## src/rtl/btn_gesture_pkg.sv

```systemverilog
// Shared definitions for the button gesture decoder.
// - gesture_state_t: the decoder FSM states (the game-control FSM uses them too)
// - DEF_*: default tick constants (ticks of the external timebase strobe)
package btn_gesture_pkg;

  typedef enum logic [2:0] {
    IDLE     = 3'd0,
    PRESSED  = 3'd1,
    HELD     = 3'd2,
    WAIT_DBL = 3'd3,
    SECOND   = 3'd4
  } gesture_state_t;

  localparam int DEF_CNT_WIDTH    = 16;
  localparam int DEF_LONG_TICKS   = 500;
  localparam int DEF_DOUBLE_TICKS = 250;
  localparam int DEF_REPEAT_DELAY = 300;
  localparam int DEF_REPEAT_RATE  = 100;

endpackage

```

## src/rtl/gesture_timer.sv

```systemverilog
// Tick-enabled gesture timer.
// Ports:
//   clk, rst_n : clock, asynchronous active-low reset
//   clear      : synchronous clear to 0 (wins over tick)
//   tick       : count enable, one increment per strobe
//   terminal   : value compared against the current count
//   tc         : high when tick arrives while count == terminal
// The counter saturates at all-ones so an idle timer never wraps back
// into a threshold.
module gesture_timer #(
  parameter int CNT_WIDTH = 16
) (
  input  logic                 clk,
  input  logic                 rst_n,
  input  logic                 clear,
  input  logic                 tick,
  input  logic [CNT_WIDTH-1:0] terminal,
  output logic                 tc
);

  localparam logic [CNT_WIDTH-1:0] CNT_MAX = '1;
  localparam logic [CNT_WIDTH-1:0] CNT_ONE = CNT_WIDTH'(1);

  logic [CNT_WIDTH-1:0] cnt;

  // Counter: clear has priority, then saturating increment on tick.
  always_ff @(posedge clk or negedge rst_n) begin
    if (!rst_n) begin
      cnt <= '0;
    end else if (clear) begin
      cnt <= '0;
    end else if (tick && (cnt != CNT_MAX)) begin
      cnt <= cnt + CNT_ONE;
    end
  end

  assign tc = tick && (cnt == terminal);

endmodule

```

## src/rtl/button_gesture_decoder.sv

```systemverilog
// Button gesture decoder: classifies debounced button activity into
// short press, long press (+ auto-repeat) and double click.
// Ports:
//   clk, rst_n      : clock, asynchronous active-low reset
//   tick            : 1-clk timebase strobe; all timing counts these
//   en              : decoder enable; low forces IDLE with no events
//   button_db       : debounced level
//   button_press    : 1-clk pulse on debounced rising edge
//   button_release  : 1-clk pulse on debounced falling edge
//   short_press     : 1-clk pulse, single press released early, no second press
//   long_press      : 1-clk pulse, LONG_TICKS reached while held
//   repeat_pulse    : 1-clk pulse, auto-repeat while held after long_press
//   double_click    : 1-clk pulse, second press within DOUBLE_TICKS
//   held            : level, decoder is in HELD
module button_gesture_decoder
  import btn_gesture_pkg::*;
#(
  parameter int CNT_WIDTH    = DEF_CNT_WIDTH,
  parameter int LONG_TICKS   = DEF_LONG_TICKS,
  parameter int DOUBLE_TICKS = DEF_DOUBLE_TICKS,
  parameter int REPEAT_DELAY = DEF_REPEAT_DELAY,
  parameter int REPEAT_RATE  = DEF_REPEAT_RATE
) (
  input  logic clk,
  input  logic rst_n,
  input  logic tick,
  input  logic en,
  input  logic button_db,
  input  logic button_press,
  input  logic button_release,
  output logic short_press,
  output logic long_press,
  output logic repeat_pulse,
  output logic double_click,
  output logic held
);

  localparam logic [CNT_WIDTH-1:0] LONG_TC   = CNT_WIDTH'(LONG_TICKS - 1);
  localparam logic [CNT_WIDTH-1:0] DOUBLE_TC = CNT_WIDTH'(DOUBLE_TICKS - 1);
  localparam logic [CNT_WIDTH-1:0] DELAY_TC  = CNT_WIDTH'(REPEAT_DELAY - 1);
  localparam logic [CNT_WIDTH-1:0] RATE_TC   = CNT_WIDTH'(REPEAT_RATE - 1);

  gesture_state_t       state;
  gesture_state_t       state_next;
  logic                 rep_phase;
  logic                 conflict;
  logic                 timer_clear;
  logic                 timer_tick;
  logic                 tc;
  logic [CNT_WIDTH-1:0] terminal;
  logic                 short_ev;
  logic                 long_ev;
  logic                 rep_ev;
  logic                 dbl_ev;

  // Simultaneous press and release is a protocol violation: both are
  // ignored and the timer is frozen so no threshold fires that cycle.
  assign conflict   = button_press && button_release;
  assign timer_tick = tick && !conflict;
  // Every state entry restarts timing; each repeat reloads the interval.
  assign timer_clear = !en || (state_next != state) || rep_ev;

  // Threshold for the current state; HELD switches from the initial
  // repeat delay to the repeat rate once the first repeat has fired.
  always_comb begin
    terminal = '1;
    case (state)
      PRESSED:  terminal = LONG_TC;
      HELD:     terminal = rep_phase ? RATE_TC : DELAY_TC;
      WAIT_DBL: terminal = DOUBLE_TC;
      default:  terminal = '1;
    endcase
  end

  gesture_timer #(
    .CNT_WIDTH (CNT_WIDTH)
  ) u_timer (
    .clk      (clk),
    .rst_n    (rst_n),
    .clear    (timer_clear),
    .tick     (timer_tick),
    .terminal (terminal),
    .tc       (tc)
  );

  // State register.
  always_ff @(posedge clk or negedge rst_n) begin
    if (!rst_n) begin
      state <= IDLE;
    end else begin
      state <= state_next;
    end
  end

  // Next state. Release is checked before the threshold (short path wins)
  // and press before the timeout (double click wins). A low level without
  // a release pulse means the release was missed: drop the gesture.
  always_comb begin
    state_next = state;
    if (!en) begin
      state_next = IDLE;
    end else if (!conflict) begin
      case (state)
        IDLE: begin
          if (button_press) state_next = PRESSED;
        end
        PRESSED: begin
          if (button_release)  state_next = WAIT_DBL;
          else if (!button_db) state_next = IDLE;
          else if (tc)         state_next = HELD;
        end
        HELD: begin
          if (button_release || !button_db) state_next = IDLE;
        end
        WAIT_DBL: begin
          if (button_press) state_next = SECOND;
          else if (tc)      state_next = IDLE;
        end
        SECOND: begin
          if (button_release || !button_db) state_next = IDLE;
        end
        default: state_next = IDLE;
      endcase
    end
  end

  // Gesture events, derived from the transition being taken.
  always_comb begin
    short_ev = 1'b0;
    long_ev  = 1'b0;
    rep_ev   = 1'b0;
    dbl_ev   = 1'b0;
    if (en && !conflict) begin
      case (state)
        PRESSED:  long_ev = (state_next == HELD);
        HELD:     rep_ev  = (state_next == HELD) && tc;
        WAIT_DBL: begin
          dbl_ev   = (state_next == SECOND);
          short_ev = (state_next == IDLE);
        end
        default: ;
      endcase
    end
  end

  // Tracks whether HELD already produced its first repeat.
  always_ff @(posedge clk or negedge rst_n) begin
    if (!rst_n) begin
      rep_phase <= 1'b0;
    end else if (rep_ev) begin
      rep_phase <= 1'b1;
    end else if (state_next != HELD) begin
      rep_phase <= 1'b0;
    end
  end

  // Registered pulse outputs, one clock after the triggering cycle.
  always_ff @(posedge clk or negedge rst_n) begin
    if (!rst_n) begin
      short_press  <= 1'b0;
      long_press   <= 1'b0;
      repeat_pulse <= 1'b0;
      double_click <= 1'b0;
    end else begin
      short_press  <= short_ev;
      long_press   <= long_ev;
      repeat_pulse <= rep_ev;
      double_click <= dbl_ev;
    end
  end

  assign held = (state == HELD);

endmodule

```

## config.mk

```make
export PLATFORM = sky130hd
export DESIGN_NAME = button_gesture_decoder
export DESIGN_NICKNAME = d
export VERILOG_FILES = /design/src/rtl/btn_gesture_pkg.sv /design/src/rtl/gesture_timer.sv /design/src/rtl/button_gesture_decoder.sv
export SDC_FILE = /design/constraint.sdc
export NUM_CORES = 1
export LEC_CHECK = 0
export CAP_MARGIN = 20
export CORE_UTILIZATION = 45
export DETAILED_ROUTE_END_ITERATION = 16
export HOLD_SLACK_MARGIN = 0.15
export PLACE_DENSITY = 0.66
export SLEW_MARGIN = 20
export SYNTH_ARGS = -nofsm -noshare
export SYNTH_HDL_FRONTEND = slang
export SYNTH_SLANG_ARGS = --single-unit
```

## constraint.sdc

```tcl
create_clock -name clk -period 2.3 [get_ports clk]
set_input_delay 0.69 -clock clk [delete_from_list [all_inputs] [get_ports clk]]
set_output_delay 0.69 -clock clk [all_outputs]
set_load 0.01 [all_outputs]
```

**After elaboration in Yosys (flattened, before gate mapping)**

Index checks and enable logic that the tools add are counted.

- Bits of input ports: 7
- Output and inout bits: 5
- Bits in registers: 24
- Word-level logic and storage cells: 59

- Equal/unequal tests: 10
- Multiplexer cells: 24
- Add/subtract/negate cells: 1
- Reductions and logical operators: 17

Operator list:

| operator | number |
|---|---|
| 16-bit one-hot mux with 3 select lines | 1 |
| 16-bit 2-to-1 mux | 2 |
| 3-bit 2-to-1 mux | 9 |
| 16-bit by 1-bit adder with 16-bit output, second input constant | 1 |
| 16-bit == test | 1 |
| 16-bit inequality test, second input constant | 1 |
| 3-bit one-hot mux with 4 select lines | 1 |
| 1-bit 2-to-1 mux | 10 |
| 3-bit by 2-bit == test with 1-bit output, second input constant | 3 |
| 9-bit 2-to-1 mux | 1 |
| 3-bit == test, second input constant | 2 |
| 1-bit logical AND | 6 |
| 3-bit zero test | 2 |
| 2-bit nonzero test | 2 |
| 3-bit by 1-bit == test with 1-bit output, second input constant | 1 |
| 1-bit zero test | 3 |
| 1-bit logical OR | 3 |
| 3-bit by 2-bit inequality test with 1-bit output, second input constant | 1 |
| 3-bit inequality test | 1 |
| 2-bit OR reduction | 1 |

**Logic depth before layout (Yosys ltp)**

Gate-level depths: netlist of the first run.

- Depth after elaboration: 16
- Mapped depth: 9
- Mapped depth without buffers: 7

**Cells and area by module**

From an unflattened synthesis of the first run, not the netlist that was laid out.

- Cell total of the unflattened synthesis: 173
- Area total of the unflattened synthesis: 1,624.1 um^2

By module, submodules not included:

| module | area each (um^2) | cells an instance | instances | sequential area each (um^2) |
|---|---|---|---|---|
| gesture_timer | 1,067.3 | 112 | 1 | 400.4 |
| button_gesture_decoder | 556.8 | 61 | 1 | 200.2 |

**Worst setup path after synthesis of the first run**

No wires, ideal clock.

- Path kind: input to register
- Start point: in button_press
- End point: reg u_timer.cnt[0]
- Stages on the path: 8
- Path buffers: 2
- Setup slack: -0.160 ns
- Library setup time: 0.120 ns
- Data required time: 2.180 ns
- Data arrival time: 2.339 ns
- Cell sequence: clkbuf_1 -> a21boi_1 -> nand3_1 -> a2111oi_4 -> nand3_4 -> a211oi_4 -> buf_8 -> nor3_2

- Word-level cells in the longest chain between the ends: 16
- Elaborated cells on any way between the ends: 24
- Classes of those cells: 2 x eq/ne; 12 x mux; 10 x reduce/logical

Ends and longest elaborated chain:

| element | line | text |
|---|---|---|
| start: declaration | button_gesture_decoder.sv:29 | `input logic button_press,` |
| 1-bit logical AND | button_gesture_decoder.sv:58 | `assign conflict = button_press && button_release;` |
| 1-bit zero test | button_gesture_decoder.sv:59, button_gesture_decoder.sv:133 |  |
| 1-bit logical AND | button_gesture_decoder.sv:59 | `assign timer_tick = tick && !conflict;` |
| 1-bit logical AND | gesture_timer.sv:37 | `assign tc = tick && (cnt == terminal);` |
| 3-bit 2-to-1 mux | button_gesture_decoder.sv:110 | `else if (tc) state_next = HELD;` |
| 3-bit 2-to-1 mux | button_gesture_decoder.sv:109 | `else if (!button_db) state_next = IDLE;` |
| 3-bit 2-to-1 mux | button_gesture_decoder.sv:108 | `if (button_release) state_next = WAIT_DBL;` |
| 3-bit one-hot mux with 4 select lines | button_gesture_decoder.sv:103 | `case (state)` |
| 3-bit 2-to-1 mux | button_gesture_decoder.sv:102 | `end else if (!conflict) begin` |
| 3-bit 2-to-1 mux | button_gesture_decoder.sv:100 | `if (!en) begin` |
| 3-bit by 2-bit == test with 1-bit output | button_gesture_decoder.sv:136 | `HELD: rep_ev = (state_next == HELD) && tc;` |
| 1-bit logical AND | button_gesture_decoder.sv:136 |  |
| 1-bit 2-to-1 mux | button_gesture_decoder.sv:134 | `case (state)` |
| 1-bit 2-to-1 mux | button_gesture_decoder.sv:133 | `if (en && !conflict) begin` |
| 1-bit logical OR | button_gesture_decoder.sv:61 | `assign timer_clear = !en \|\| (state_next != state) \|\| rep_ev;` |
| 16-bit 2-to-1 mux or 2-bit nonzero test (tied branches) | - |  |
| end signal: assignment | gesture_timer.sv:33 | `cnt <= cnt + CNT_ONE;` |
| end: declaration | gesture_timer.sv:24 | `logic [CNT_WIDTH-1:0] cnt;` |

Parallel ways exist; a longest one is shown, timed or not.
A chain may end at the register's enable or synchronous reset.

**Worst setup path after layout of the first run**

- Start point: reg state[1]
- End point: reg u_timer.cnt[5]

- Word-level cells in the longest chain between the ends: 16
- Elaborated cells on any way between the ends: 28
- Classes of those cells: 7 x eq/ne; 14 x mux; 7 x reduce/logical

Ends and longest elaborated chain:

| element | line | text |
|---|---|---|
| start: declaration | button_gesture_decoder.sv:43 | `gesture_state_t state;` |
| start signal: assignment | button_gesture_decoder.sv:91 | `state <= state_next;` |
| 3-bit by 2-bit == test with 1-bit output, or another cell as far along | button_gesture_decoder.sv:67, button_gesture_decoder.sv:103 |  |
| 16-bit one-hot mux with 3 select lines | button_gesture_decoder.sv:67 | `case (state)` |
| 16-bit == test | gesture_timer.sv:37 |  |
| 1-bit logical AND | gesture_timer.sv:37 |  |
| 3-bit 2-to-1 mux | button_gesture_decoder.sv:110 |  |
| 3-bit 2-to-1 mux | button_gesture_decoder.sv:109 |  |
| 3-bit 2-to-1 mux | button_gesture_decoder.sv:108 |  |
| 3-bit one-hot mux with 4 select lines | button_gesture_decoder.sv:103 |  |
| 3-bit 2-to-1 mux | button_gesture_decoder.sv:102 |  |
| 3-bit 2-to-1 mux | button_gesture_decoder.sv:100 |  |
| 3-bit by 2-bit == test with 1-bit output | button_gesture_decoder.sv:136 |  |
| 1-bit logical AND | button_gesture_decoder.sv:136 |  |
| 1-bit 2-to-1 mux | button_gesture_decoder.sv:134 |  |
| 1-bit 2-to-1 mux | button_gesture_decoder.sv:133 |  |
| 1-bit logical OR * | button_gesture_decoder.sv:61 |  |
| 16-bit 2-to-1 mux or 2-bit nonzero test (tied branches) | - |  |

Mark *: on every way between the ends. The rest lies on a longest branch, timed or not.

==> results of run 1 <==
[how the worst max path moves through the flow]
stage	from	end	slack [ns]	cells after the start
finish	state[1]$_DFF_PN0_	u_timer.cnt[5]$_DFFE_PN0P_	-0.17	9
global route	state[1]$_DFF_PN0_	u_timer.cnt[6]$_DFFE_PN0P_	-0.23	9
CTS	state[1]$_DFF_PN0_	u_timer.cnt[5]$_DFFE_PN0P_	-0.1	9
detailed placement	button_release	u_timer.cnt[2]$_DFFE_PN0P_	-0.52	9
global placement	button_release	long_press$_DFF_PN0_	-0.42	7
floorplan	state[1]$_DFF_PN0_	u_timer.cnt[0]$_DFFE_PN0P_	-0.04	7
[sequential cells by signal, summed over array words and instances, names as in the netlist]
signal and cells:
u_timer.cnt 16, long_press 1, short_press 1, rep_phase 1, double_click 1, repeat_pulse 1
state 3
[what timing repair did]
item / 4_1_cts / 5_1_grt
gates cloned: 1 / 0
buffers inserted: 5 / 3
pin swaps: 6 / 5
setup endpoints to repair: 21 / 21
resized for setup: 19 / 18
hold endpoints to repair: 0 / 0
[cells in the mapped netlist, drive strengths merged, types with 2 or more instances]
cell type / count / area, sq um
a21oi: 9 / 45.04
nand4: 6 / 37.54
nor3: 14 / 120.1
nor4: 8 / 56.30
nor2b: 7 / 43.79
nor4b: 4 / 41.29
nand2: 13 / 48.80
xnor2: 14 / 122.6
a211o: 2 / 17.52
nand2b: 2 / 12.51
buf: 4 / 45.04
nor3b: 2 / 15.01
and2: 2 / 12.51
o21ai: 4 / 20.01
o31ai: 2 / 28.78
a31oi: 2 / 12.51
dfrtp: 24 / 600.6
a211oi: 2 / 27.53
clkbuf: 5 / 18.77
nor2: 10 / 37.54
mux2i: 2 / 20.02
and3: 7 / 43.79
o211ai: 2 / 15.01
xor2: 3 / 26.28
and4: 2 / 17.52
nand3: 9 / 57.56
inv: 6 / 22.52
a21boi: 2 / 15.01
[kinds of logic after synthesis]
family | after synthesis | share of synthesized area [%]
mux | 2 | 1.152
buf+inv | 15 | 4.967
simple gates | 91 | 34.13
xor+xnor | 17 | 8.568
flops | 24 | 34.56
compound gates | 33 | 15.91
fa+ha+maj | 1 | 0.7198
[per-layer routing]
metal | vias to the layer above | wire length [um] | track usage (%)
met5 | - | 0 | 0
met4 | 0 | 80 | 11.39
met3 | 8 | 202 | 2.143
met2 | 46 | 2429 | 42.95
met1 | 804 | 1983 | 29.71
li1 | 782 | - | -
[layout make-up]
| cell class | instances | area [sq um] |
|---|---|---|
| timing repair buffer | 55 | 479.2 |
| sequential | 24 | 601.8 |
| tap | 48 | 60.06 |
| fill | 280 | 1236 |
| clock inverter | 1 | 30.03 |
| inverter | 6 | 22.52 |
| clock buffer | 3 | 41.29 |
| multi-input combinational | 144 | 1217 |
[stage by stage]
| step | instances | power (mW) | util [%] |
|---|---|---|---|
| floorplan | 183 | 0.5436 | - |
| global placement | 270 | 0.6189 | 58.85 |
| detailed placement | 270 | 0.6229 | 58.85 |
| CTS | 280 | 1.018 | 64.76 |
| global route | 281 | 1.059 | 66.49 |
| finish | 281 | 1.026 | 66.49 |
[where the power goes]
| part | internal, mW | leakage (nW) | switching [mW] |
|---|---|---|---|
| clock network | 0.233 | 0.0357 | 0.151 |
| logic | 0.0943 | 0.621 | 0.111 |
| registers | 0.427 | 0.332 | 0.00923 |
[worst reg2reg max path: stages, from the launching register on]
cell and delay [ns]:
dfrtp_1 0.41, nor3b_4 0.17, or4_4 0.50, a2111oi_4 0.35, buf_4 0.20, nand3_4 0.10, buf_6 0.15, o31ai_4 0.21
buf_12 0.21, nor4_1 0.07
==> flow_summary_export.csv, run 1 <==
group,metric,value,unit
setup_path,rr_endpoint,"u_timer.cnt[5]$_DFFE_PN0P_",
timing,skew,0.006752,ns
setup_path,path_buf_inv,3,
setup_path,end_kind,"flop",
floorplan,die_w,64.15,um
worst_hold_path,hold_path_end,"u_timer.cnt[14]$_DFFE_PN0P_",
place,port_buffers,11,
synth,ys_types,52,
synth,yosysSeqAreaShare,34.56,%
synth,avgSynthCellArea,9.497,sq um
setup_path,r2r_start,"state[1]$_DFF_PN0_",
layout,syn_to_final_growth,41.11,%
power,peakVddDrop,256.1,uV
timing,worst_pin_slew,0.3787,ns
layout,drive_above_1_share,39.06,%
route,drc,0,
floorplan,ioPinCount,12,
timing,hold_ws,0.6036,ns
route,ant_nets,0,
clock_tree,clk_path_buf_depth,2,
route,vias_per_cell,5.836,
floorplan,placementRows,22,
grt,grt_pass1_vias,1746,
synth,netlist_instances,183,
route,dr.pass1.iters,4,
grt,grt_max_degree,25,
grt,antenna_found_initial,0,
floorplan,coreArea,0.003689,sq mm
synth,async_reset_ff_share,100.0,%
grt,grt_overflow,0,
timing,max_freq,404.2,MHz
place,hpwl,3173,um
clock_tree,htreeDepth,1,
synth,synthFlopType,"dfrtp_1",
timing,tns,-2.728,ns
setup_path,cp_max_fo,16,
clock_tree,cts_tree,"built",
setup_path,cpPeakStageDelay,0.50,ns
clock_tree,clk_pin_slew_worst_paths,0.10,ns
timing,slew_headroom,74.40,%
synth,synth-edff-count,0,
setup_path,cp_top_family,"simple AND/OR/NAND/NOR gates",
clock_tree,cts_root_buf,"clkbuf_8",
status,status,"complete, but fails checks",
layout,finalNetCount,242,
route,wl_per_cell,16.71,um
timing,rsz0062_at_grt,"yes",
setup_path,ff2ff_setup_slack,-0.17,ns
status,failed_checks,"negative setup slack",
synth,synthesis.area,0.001738,sq mm
place,placed_area,0.002171,sq mm
setup_path,crit_required,2.46,ns
power,leakage,0.9890,nW
layout,final_common_cell,"buf_4",
place,dpl_worst_slack,-0.5205,ns
route,wl,4695,um
place,gp_congestion,0.8424,
synth,yosys_warnings,0,
clock_tree,numClockSinks,24,
power,p_per_area,418.2,mW/mm^2
setup_path,worstSetupStartpointType,"flop",
floorplan,die_y,64.15,um
layout,layout_common_cells,"buf_4 (36), dfrtp_1 (23), nand2_1 (13)",
run,max-cap-violations,0,
floorplan,dieArea,0.004115,sq mm
clock_tree,worstSkewPairLatency,0.27,ns
worst_hold_path,hp-class,"reg -> reg",
setup_path,r2r.worst_path.cells,9,
route,vias,1640,
synth,synth_seq_cells,24,
setup_path,path_cells,"nor3b_4 > or4_4 > a2111oi_4 > buf_4 > nand3_4 > buf_6 > o31ai_4 > buf_12 > nor4_1",
setup_path,cp.arrival,2.63,ns
timing,period_share,107.6,%
timing,maxSlewViolCount,0,
worst_hold_path,min_path_cells,2,
layout,fin_area,0.002452,sq mm
timing,period_needed,2.474,ns
setup_path,critPathKind,"reg -> reg",
clock_tree,cts_hold_buf,0,
setup_path,critPathSlowestCell,"or4_4",
timing,setup_ws,-0.1737,ns
layout,diodes,0,
timing,finalSetupViolCount,18,
route,drtIter0Drc,111,
synth,syn-num-nets,191,
timing,hold_violations,0,
clock_tree,numCtsBuffers,3,
worst_hold_path,hp-start,"u_timer.cnt[14]$_DFFE_PN0P_",
floorplan,start_util,47.12,%
grt,grt_use_total,24.32,%
grt,grt_pass1_wl,7762,um
No activity file was read; power rests on OpenSTA's default activity.
==> run 2, diff against run 1 <==
--- a/config.mk
+++ b/config.mk
@@ -6,10 +6,12 @@
 export NUM_CORES = 1
 export LEC_CHECK = 0
 export CAP_MARGIN = 20
-export CORE_UTILIZATION = 45
+export CELL_PAD_IN_SITES_DETAIL_PLACEMENT = 2
+export CELL_PAD_IN_SITES_GLOBAL_PLACEMENT = 2
+export CORE_UTILIZATION = 34
 export DETAILED_ROUTE_END_ITERATION = 16
 export HOLD_SLACK_MARGIN = 0.15
-export PLACE_DENSITY = 0.66
+export PLACE_DENSITY_LB_ADDON = 0.1
 export SLEW_MARGIN = 20
 export SYNTH_ARGS = -nofsm -noshare
 export SYNTH_HDL_FRONTEND = slang
==> run 2 against run 1 <==
  * The run still ends with negative setup slack left
  * Sequential cell count unchanged
  * Count of clock-buffer cells in the layout unchanged
  * Combinational power increased by 15%
  * Critical path type is now in -> reg
  * Utilization decreased by 13 points
==> flow_summary_export.csv, run 2 (same netlist as run 1, synthesis figures left out) <==
group,metric,value,unit
clock_tree,htreeDepth,1,
setup_path,worstSetupStartpointType,"input port",
grt,grt_use_total,27.21,%
layout,fin_cells,306,
place,dpl_worst_slack,-0.5274,ns
floorplan,coreArea,0.004817,sq mm
grt,grt_overflow,0,
layout,largest_reg_flops,16,
status,status,"complete, but fails checks",
grt,grt_pass1_vias,2022,
floorplan,start_util,36.08,%
clock_tree,numClockSinks,24,
timing,worst_pin_slew,0.4708,ns
place,port_buffers,11,
floorplan,dieArea,0.005402,sq mm
timing,rsz0062_at_grt,"yes",
place,dp.cells,296,
setup_path,cp_top_family,"buffers and inverters",
timing,skew,0.01057,ns
floorplan,ioPinCount,12,
worst_hold_path,hold_path_end,"u_timer.cnt[12]$_DFFE_PN0P_",
layout,drive_above_1_share,40.59,%
setup_path,end_kind,"flop",
route,vias,1758,
clock_tree,cts_tree,"built",
floorplan,die_w,73.50,um
route,drc,0,
status,failed_checks,"negative setup slack",
worst_hold_path,hp-start,"u_timer.cnt[12]$_DFFE_PN0P_",
clock_tree,cts_root_buf,"clkbuf_8",
place,hpwl,4493,um
setup_path,crit_required,2.48,ns
timing,setup_ws,-0.2511,ns
place,gp_congestion,0.8117,
route,drtIter0Drc,43,
setup_path,path_buf_inv,3,
route,vias_per_cell,5.745,
layout,top_register,"u_timer.cnt",
layout,layout_common_cells,"buf_4 (41), dfrtp_1 (21), nand2_1 (13), xnor2_1 (13)",
power,finalPower,1.059,mW
clock_tree,numCtsBuffers,3,
timing,hold_violations,0,
grt,antenna_found_initial,0,
clock_tree,clk_pin_slew_worst_paths,0.10,ns
setup_path,cpPeakStageDelay,0.48,ns
setup_path,r2r_start,"state[0]$_DFF_PN0_",
layout,syn_to_final_growth,47.30,%
timing,slew_headroom,68.41,%
power,leakage,1.007,nW
route,wl,7526,um
layout,final_common_cell,"buf_4",
run,max-cap-violations,0,
setup_path,r2r.worst_path.cells,8,
setup_path,ff2ff_setup_slack,-0.21,ns
clock_tree,clk_path_buf_depth,2,
setup_path,rr_endpoint,"rep_phase$_DFFE_PN0P_",
route,ant_nets,0,
route,wl_per_cell,24.59,um
worst_hold_path,min_path_cells,2,
grt,grt_max_degree,25,
timing,period_share,110.9,%
timing,max_freq,392.0,MHz
setup_path,path_cells,"clkdlybuf4s50_1 > a21boi_4 > nand3_2 > a2111oi_4 > buf_4 > and3_4 > buf_6 > a41o_1 > nor4b_4",
layout,finalNetCount,248,
worst_hold_path,hp-class,"reg -> reg",
floorplan,die_y,73.50,um
grt,grt_pass1_wl,10830,um
setup_path,cp.arrival,2.73,ns
setup_path,cp_max_fo,4,
timing,finalSetupViolCount,22,
timing,maxSlewViolCount,0,
floorplan,placementRows,25,
clock_tree,worstSkewPairLatency,0.28,ns
power,p_per_area,413.5,mW/mm^2
route,dr.pass1.iters,4,
layout,diodes,0,
layout,top_regs,"u_timer.cnt x16, state x3",
setup_path,critPathKind,"in -> reg",
power,peakVddDrop,278.5,uV
setup_path,critPathSlowestCell,"clkdlybuf4s50_1",
timing,period_needed,2.551,ns
==> run 2: cell types whose count changed in the layout (fill, tap and decap cells not counted), sizes merged <==
cell           delta
buf               +6
dlygate4sd2       -1
clkdlybuf4s50     +1
==> run 2: timing repair <==
item | in CTS | in global routing
buffers inserted | 4 | 1
hold buffers | 0 | 0
cloned | 1 | 0
pin swaps | 12 | 8
endpoints found under the hold margin | 0 | 0
resized for setup | 22 | 18
endpoints found under the setup margin | 23 | 21
==> run 2: per-stage QoR <==
| step | hold slack [ns] | util [%] | setup TNS, ns | cell area [sq um] |
|---|---|---|---|---|
| finish | 0.6664 | 53.14 | -4.068 | 2560 |
| global route | 0.6807 | 53.14 | -5.855 | 2560 |
| CTS | 0.6593 | 51.19 | -2.697 | 2466 |
| detailed placement | 0.5952 | 46.65 | -10.34 | 2247 |
| global placement | 0.5855 | 46.65 | -9.881 | 2247 |
| floorplan | 0.3944 | - | -0.3590 | 1765 |
==> run 2: worst register-to-register path, cell delays in order (launching register included) <==
cell	delay, ns
dfrtp_2	0.47
nor2b_4	0.15
or4_4	0.49
a2111oi_4	0.34
buf_4	0.21
and3_4	0.22
buf_6	0.11
a41o_1	0.19
nor4b_4	0.24
==> run 2: layout make-up <==
type	instances	area, sq um
clock buffer	3	41.29
clock inverter	1	30.03
fill	502	2257
inverter	6	25.02
multi-input combinational	144	1221
sequential	24	604.3
tap	67	83.83
timing repair buffer	61	554.3
==> run 2: how the worst max path moves through the flow <==
stage                                  start                           to  cells past startpoint
after floorplan           state[1]$_DFF_PN0_   u_timer.cnt[0]$_DFFE_PN0P_                      7
after global placement                  tick         long_press$_DFF_PN0_                      7
after detailed placement        button_press        rep_phase$_DFFE_PN0P_                      7
after CTS                 state[0]$_DFF_PN0_  u_timer.cnt[14]$_DFFE_PN0P_                      9
after global routing          button_release        rep_phase$_DFFE_PN0P_                      9
final                         button_release        rep_phase$_DFFE_PN0P_                      9
==> run 2: power breakdown <==
part / internal [mW] / switching (mW) / total (mW)
Clock: 0.233 / 0.154 / 0.388
Sequential: 0.427 / 0.00930 / 0.436
Combinational: 0.104 / 0.131 / 0.235
==> run 2: metal layers <==
metal / track usage (%) / part of all wire [%] / vias up
li1: - / - / 791
met1: 31.49 / 43 / 916
met2: 50.56 / 53 / 37
met3: 3.841 / 2.2 / 14
met4: 9.615 / 1.8 / 0
met5: 0 / 0 / -
